<file path="src/rtl/fetch_mem_port.sv">
// fetch_mem_port: instruction-side memory port that sits between the fetch unit and
// a single-ported req/ack memory bus. It keeps two buffered words:
//  - the current word at pc_addr
//  - the prefetch word at pf_addr
// It stalls the fetch unit until both words match the requested addresses.
module fetch_mem_port #(
  parameter int ADDR_W = 16,
  parameter bit REUSE  = 1'b1
) (
  input  logic              clk,
  input  logic              rst,
  input  logic [ADDR_W-1:0] pc_addr,
  input  logic [ADDR_W-1:0] pf_addr,
  input  logic              flush,
  output logic [15:0]       fetch_opc,
  output logic [15:0]       prefetch_opc,
  output logic              hold,
  output logic              mem_req,
  output logic [ADDR_W-1:0] mem_addr,
  input  logic              mem_ack,
  input  logic [15:0]       mem_rdata
);

  localparam int TAG_W = ADDR_W - 1;

  typedef enum logic [1:0] {
    IDLE  = 2'd0,
    RD_PC = 2'd1,
    RD_PF = 2'd2
  } state_t;

  state_t            state;
  logic [TAG_W-1:0]  cur_tag;
  logic [15:0]       cur_data;
  logic              cur_v;
  logic [TAG_W-1:0]  pf_tag;
  logic [15:0]       pf_data;
  logic              pf_v;
  logic              flush_seen;

  logic [TAG_W-1:0]  pc_tag_in;
  logic [TAG_W-1:0]  pf_tag_in;
  logic [TAG_W-1:0]  bus_tag;
  logic              pc_hit;
  logic              pf_hit;
  logic              pc_from_pf;
  logic              flushed;
  logic              unused_bits;

  // Byte bit 0 never takes part in a compare, so only the word part of each address is kept.
  assign pc_tag_in   = pc_addr[ADDR_W-1:1];
  assign pf_tag_in   = pf_addr[ADDR_W-1:1];
  assign bus_tag     = mem_addr[ADDR_W-1:1];
  assign unused_bits = pc_addr[0] ^ pf_addr[0] ^ mem_addr[0];

  assign pc_hit     = cur_v & (pc_tag_in == cur_tag);
  assign pf_hit     = pf_v  & (pf_tag_in == pf_tag);
  assign pc_from_pf = REUSE & pf_v & (pc_tag_in == pf_tag);

  // A flush arriving in the same cycle as an ack counts as already seen.
  assign flushed = flush_seen | flush;

  assign hold         = ~((state == IDLE) & pc_hit & pf_hit & ~flush);
  assign fetch_opc    = cur_data;
  assign prefetch_opc = pf_data;

  // Single FSM owning the buffered words and the registered bus request/address.
  always_ff @(posedge clk) begin
    if (rst) begin
      state      <= IDLE;
      cur_tag    <= '0;
      cur_data   <= '0;
      cur_v      <= 1'b0;
      pf_tag     <= '0;
      pf_data    <= '0;
      pf_v       <= 1'b0;
      flush_seen <= 1'b0;
      mem_req    <= 1'b0;
      mem_addr   <= '0;
    end else begin
      case (state)
        IDLE: begin
          flush_seen <= 1'b0;
          if (flush) begin
            cur_v <= 1'b0;
            pf_v  <= 1'b0;
          end else if (!pc_hit && pc_from_pf) begin
            // The old prefetch word becomes the fetch word.
            // The prefetch slot is then empty, so its read is issued in the same cycle.
            cur_tag  <= pf_tag;
            cur_data <= pf_data;
            cur_v    <= 1'b1;
            pf_v     <= 1'b0;
            state    <= RD_PF;
            mem_req  <= 1'b1;
            mem_addr <= {pf_tag_in, 1'b0};
          end else if (!pc_hit) begin
            state    <= RD_PC;
            mem_req  <= 1'b1;
            mem_addr <= {pc_tag_in, 1'b0};
          end else if (!pf_hit) begin
            state    <= RD_PF;
            mem_req  <= 1'b1;
            mem_addr <= {pf_tag_in, 1'b0};
          end
        end

        RD_PC: begin
          if (flush) begin
            flush_seen <= 1'b1;
          end
          if (mem_ack) begin
            if (flushed) begin
              cur_v      <= 1'b0;
              pf_v       <= 1'b0;
              flush_seen <= 1'b0;
              mem_req    <= 1'b0;
              state      <= IDLE;
            end else begin
              cur_data <= mem_rdata;
              cur_tag  <= bus_tag;
              cur_v    <= 1'b1;
              if (!pf_hit) begin
                state    <= RD_PF;
                mem_addr <= {pf_tag_in, 1'b0};
              end else begin
                state   <= IDLE;
                mem_req <= 1'b0;
              end
            end
          end
        end

        RD_PF: begin
          if (flush) begin
            flush_seen <= 1'b1;
          end
          if (mem_ack) begin
            if (flushed) begin
              cur_v      <= 1'b0;
              pf_v       <= 1'b0;
              flush_seen <= 1'b0;
            end else begin
              pf_data <= mem_rdata;
              pf_tag  <= bus_tag;
              pf_v    <= 1'b1;
            end
            mem_req <= 1'b0;
            state   <= IDLE;
          end
        end

        default: begin
          state   <= IDLE;
          mem_req <= 1'b0;
        end
      endcase
    end
  end

endmodule

</file>
<file path="config.mk">
export PLATFORM = sky130hd
export DESIGN_NAME = fetch_mem_port
export DESIGN_NICKNAME = d
export VERILOG_FILES = /design/src/rtl/fetch_mem_port.sv
export SDC_FILE = /design/constraint.sdc
export NUM_CORES = 1
export LEC_CHECK = 0
export ABC_CLOCK_PERIOD_IN_PS = 2710
export CORE_ASPECT_RATIO = 0.8
export CORE_MARGIN = 4
export CORE_UTILIZATION = 50
export DETAILED_ROUTE_END_ITERATION = 8
export GPL_TIMING_DRIVEN = 0
export PLACE_DENSITY_LB_ADDON = 0.08
export SKIP_LAST_GASP = 1
export SYNTH_ARGS = -nofsm -noshare
export SYNTH_HDL_FRONTEND = slang
export SYNTH_SLANG_ARGS = --single-unit
</file>
<file path="constraint.sdc">
create_clock -name clk -period 2.71 [get_ports clk]
set_input_delay 0.4065 -clock clk [delete_from_list [all_inputs] [get_ports clk]]
set_output_delay 0.4065 -clock clk [all_outputs]
set_load 0.02 [all_outputs]
</file>
-- Word level (Yosys, flattened, before mapping)
Index checks and enable logic that the tools add are counted.
- bits of input ports: 52
- latch bits: 0
- memories kept: 0
- bits in registers: 84
- memory bits (read-only): 0
- logic and storage cells: 98
- memory bits (writable): 0
- multipliers: 0
- divide/modulo/power cells: 0
- muxes and demuxes: 49
- shift-type cells: 0
- magnitude comparators: 0
- equal/unequal tests: 15
- add/subtract/negate cells: 0
- reduce and logical (&&, ||, !) cells: 14
- bitwise gates (word level): 10
- operator list (kind ; count):
    $mux W16 ; 10
    $pmux W16 S2 ; 2
    $mux W15 ; 4
    $eq A15 B15 Y1 ; 3
    $pmux W15 S2 ; 1
    $reduce_and A5 Y1 ; 4
    $mux W1 ; 19
    $mux W2 ; 8
    $ne A2 B2 Y1 const B ; 6
    $pmux W1 S3 ; 3
    $reduce_and A4 Y1 ; 2
    $and A1 B1 Y1 ; 6
    $pmux W2 S3 ; 1
    $ne A4 B3 Y1 const B ; 1
    $reduce_bool A2 Y1 ; 2
    $ne A3 B2 Y1 const B ; 1
    $ne A3 B3 Y1 const B ; 1
    $not A1 Y1 ; 3
    $reduce_and A3 Y1 ; 1
    $reduce_bool A3 Y1 ; 1
    $eq A2 B1 Y1 const B ; 1
    $eq A2 B2 Y1 const B ; 1
    $logic_not A2 Y1 ; 1
    $ne A2 B1 Y1 const B ; 1
    other kinds (5) ; 5

-- Depth between registers and ports, before layout
Gate-level depths: netlist (run 1).
- depth after elaboration: 7
- mapped depth: 9
- depth with buffers taken out: 8

-- Worst setup path after synthesis (run 1)
Ideal clock, no wire load.
- path kind: reg-to-reg
- from: register state[1]
- to: register mem_addr[10]
- path slack: 0.611 ns
- data required time: 2.651 ns
- library setup time: 0.059 ns
- arrival: 2.039 ns
- period minus slack after synthesis: 2.099 ns
- cell stages (with the launch flop): 10
- path through: dfxtp_1 inv_1 ha_1 nand2b_1 a21oi_2 and2_1 nor4b_4 clkbuf_1 and2_1 a221o_1
- word-level cells in the longest chain between the ends: 3
- RTL lines (what ; line ; source):
    from (decl) ; 32 ; state_t state;
    from (signal assigned) ; 70 ; state <= IDLE;
    from (signal assigned) ; 94 ; state <= RD_PF;
    from (signal assigned) ; 98 ; state <= RD_PC;
    $eq A2 B1 Y1 or $logic_not A2 Y1 (tied branches) ; 81 ; case (state)
    $ne A2 B2 Y1 (no line) or $reduce_bool A2 Y1 (tied branches) ; - ;
    $reduce_and A4 Y1 (no line) ; - ;
    to (signal assigned) ; 96 ; mem_addr <= {pf_tag_in, 1'b0};
    to (signal assigned) ; 100 ; mem_addr <= {pc_tag_in, 1'b0};
    to (signal assigned) ; 104 ; mem_addr <= {pf_tag_in, 1'b0};
    to (decl) ; 19 ; output logic [ADDR_W-1:0] mem_addr,
Parallel ways exist; a longest one is shown, timed or not.
A chain may end at the register's enable or synchronous reset.

-- Worst setup path after layout (run 1)
- from: input pf_addr[1]
- to: output hold
- word-level cells in the longest chain between the ends: 5
- RTL lines (what ; line ; source):
    from (decl) ; 13 ; input logic [ADDR_W-1:0] pf_addr,
    $eq A15 B15 Y1 ; 57 ; assign pf_hit = pf_v & (pf_tag_in == pf_tag);
    $and A1 B1 Y1 ; 57 ;
    $and A1 B1 Y1 (2 in a row) ; 63 ; assign hold = ~((state == IDLE) & pc_hit & pf_hit & ~flush);
    $not A1 Y1 ; 63 ;
    to (decl) ; 17 ; output logic hold,
No other way between the ends.

==> flow_metrics.tcl, run 1 <==
set metrics [dict create \
    yosysUniqueCellTypes 39 \
    r2r_start "state[1]$_SDFFE_PP0P_" \
    coreArea_um2 8480 \
    met1_usage_pct 36.1 \
    portBuffers 97 \
    drc 0 \
    regToRegSetupSlack_ps 140 \
    setup_tns_ps -19.1 \
    synth_edf_count 0 \
    r2r-end "mem_addr[12]$_SDFFE_PP0P_" \
    die_x_um 112 \
    synth_xor_xnor_area_share_pct 9.06 \
    power_density_nw_per_um2 658 \
    die_y_um 91.4 \
    hold_start "prefetch_opc[4]$_SDFFE_PP0P_" \
    clock_path_buffers 2 \
    setup_viol 1 \
    ff2ff_path_depth 9 \
    synth_most_common_cell "dfxtp_1" \
    crit_path_end_kind "output port" \
    syn_to_final_growth_pct 33.3 \
    worstPathArrival_ps 2320 \
    violations "setup timing" \
    synth_nets 524 \
    async_flop_share_pct 0 \
    cap_violations 0 \
    globalRouteTotalUtil_pct 26.6 \
    min_period_over_period_pct 101 \
    ios 102 \
    cts_sinks 84 \
    top_usage_layer "met2" \
    cp_slowest_cell "clkdlybuf4s50_1" \
    worst-path-buf-inv 2 \
    ys_warn_count 0 \
    timing_worst_setup_path_type "in -> out" \
    clk_pin_slew_ps 80 \
    antenna_found_initial 0 \
    cts_tree "done" \
    ys.flop_type "dfxtp_1" \
    num_antenna_cells 0 \
    synthTopCellsByCount "84 x dfxtp_1, 68 x nand2_1, 67 x a21oi_1" \
    holdPathEnd "prefetch_opc[4]$_SDFFE_PP0P_" \
    skew_ps 10.3 \
    crit_path_start "pf_addr[1]" \
    synthCells 467 \
    first_pass_iters 6 \
    worstPathMaxFanout 3 \
    finalWeightedCongestion 0.908 \
    tightestPinTransition_ps 854 \
    p_leak_nw 1.87 \
    syn_area_um2 4350 \
    synth-seq-cells 84 \
    use_met3_pct 8.79 \
    synth_top_area_share_pct 38.7 \
    synth_mux_area_share_pct 7.59 \
    cts-root-buf "clkbuf_8" \
    min_path_type "reg -> reg" \
    finalWorstSetupSlack_ps -19.1 \
    fin_crit_ps 2730 \
    start_util_pct 51.3 \
    crit_path_start_kind "input pin" \
    grt_first_pass_wirelength_mm 21.3 \
    globalRouteOverflowTotal 0 \
    insertion_delay_ps 360 \
    synth_top_family_by_area "compound AO/OA/AOI/OAI gates" \
    postRouteAntennaNets 0 \
    synthTopCellsByArea "dfxtp_1 39%, xnor2_1 9.1%, a211oi_2 8.6%, a21oi_1 7.7%, mux2i_1 7.6%" \
    grt_setup_unrepaired "true" \
    detail_route.wirelength_mm 13.6 \
    synthSimpleGateAreaFrac_pct 16.2 \
    nets 634 \
    drive_gt1_share_pct 13.2 \
    synth-adder-area-share_pct 1.44 \
    whs_path_depth 2 \
    rows 30 \
    max_freq_mhz 366 \
    numCtsBuffers 9 \
    power_mw 3.82 \
    dp.final_hpwl_mm 9.88 \
    htreeDepth 3 \
    path_cells "clkdlybuf4s50_1 -> xnor2_1 -> nand4_1 -> nor4_4 -> nand3_1 -> dlygate4sd2_1" \
    grt_max_degree 14 \
    drt_iter0_drc 392 \
    grtUsageMet2_pct 40.2 \
    relSlewSlack_pct 43.1 \
    ir_worst_vdd_mv 0.492 \
    num_vias 4051 \
    critPathMaxStageDelay_ps 470 \
    worstSetupPathDepth 6 \
    synth_compound_area_share_pct 22.8 \
    critPathTopFamily "buffers and inverters" \
    viasPerCell 5.84 \
    wire_per_inst_um 19.6 \
    maxSlewViolCount 0 \
    ys_seq_area_share_pct 38.7 \
    status "complete, but fails checks" \
    syn_avg_cell_area_um2 9.31 \
    die-area_um2 10300 \
    grt_pass1_vias 3929 \
    synth_largest_area_cell "dfxtp_1" \
    cp.required_ps 2300 \
    hold_viol 0 \
]
## registers in the layout, indices dropped and copies added, names as in the netlist
register and count:
state 2, cur_v 1, prefetch_opc 16, mem_req 1
flush_seen 1, pf_tag 15, mem_addr 16, fetch_opc 16
cur_tag 15, pf_v 1
## worst reg2reg max path: cells and delay by family, from the launching register on
kind / cells / cell delay (ps)
buf+inv: 2 / 340
simple gates: 3 / 520
fa+ha+maj: 1 / 380
compound gates: 3 / 930
flops: 1 / 350
## worst max-delay path by stage
stage,end,slack (ps)
floorplan,mem_addr[10]$_SDFFE_PP0P_,610
global placement,mem_addr[10]$_SDFFE_PP0P_,-510
detailed placement,mem_addr[11]$_SDFFE_PP0P_,-550
CTS,mem_addr[10]$_SDFFE_PP0P_,8
global route,hold,-10
finish,hold,-20
## final cells by class
class                   instances  area (µm²)
multi-input cells             345        2610
plain buffers                  32         166
flip-flops and latches         84        1680
well taps                     112         140
repair buffers                 99         985
inverters                       6        22.5
fillers                       705        2690
clock buffers                  13         149
clock inverters                 3        46.3
## where the power goes
group	internal [mW]	switching, mW	leakage (nW)
Sequential	1.38	0.126	0.683
Clock	0.454	0.449	0.0938
Combinational	0.610	0.792	1.09
## per-stage QoR
step	area [µm²]	utilization [%]	instances	hold WS, ps	setup WS, ps
finish	5800	68.3	694	476	-19.1
global route	5800	68.3	694	497	-14.8
CTS	5740	67.6	694	479	8.18
detailed placement	5460	64.4	676	467	-554
global placement	5460	64.4	676	455	-507
floorplan	4350	-	467	452	611
## cell families (layout without fill, tap and decap cells)
logic type | after synthesis | after routing
buf+inv | 38 | 153
xor+xnor | 45 | 45
fa+ha+maj | 5 | 5
compound gates | 127 | 127
flops | 84 | 84
simple gates | 135 | 135
mux | 33 | 33
## cells in the final DEF, fill, tap and decap left out, types with 2 or more instances in the layout
cell,n
mux2i_1,33
buf_2,3
a211oi_2,30
nor2_1,7
xnor2_2,12
a21oi_1,67
clkbuf_4,2
clkbuf_8,10
clkbuf_1,24
clkdlybuf4s50_1,96
buf_4,3
xnor2_1,33
inv_1,6
a221o_1,15
nor4_1,3
buf_6,4
nor4_4,3
nand2_1,68
nand3_1,4
a21oi_4,2
dfxtp_1,84
nand2b_1,2
a211oi_1,2
ha_1,5
or4_1,2
and2_1,17
nand4_1,24
## routing by layer
layer | vias to the layer above | wire (µm)
met2 | 188 | 5910
met3 | 23 | 1370
met4 | 0 | 241
met5 | - | 0
li1 | 1915 | -
met1 | 1925 | 6080
## what timing repair did
| action | in CTS | in global routing |
|---|---|---|
| gates resized for setup | 11 | 9 |
| pin swaps | 1 | 0 |
| hold buffers | 0 | 0 |
| hold endpoints to repair | 0 | 0 |
| setup buffers | 2 | 0 |
| setup endpoints to repair | 11 | 13 |
Power figures use the tool's default switching activity.
==> inputs of run 2 (changes only) <==
CTS_CLUSTER_DIAMETER = 100   (was unset)
==> results of run 2 <==
The final DEF is identical to that of run 1; final timing and power are the same.
==> inputs of run 3 (changes only) <==
CAP_MARGIN = 20   (was unset)
==> results of run 3 <==
The final DEF is identical to that of run 1; final timing and power are the same.
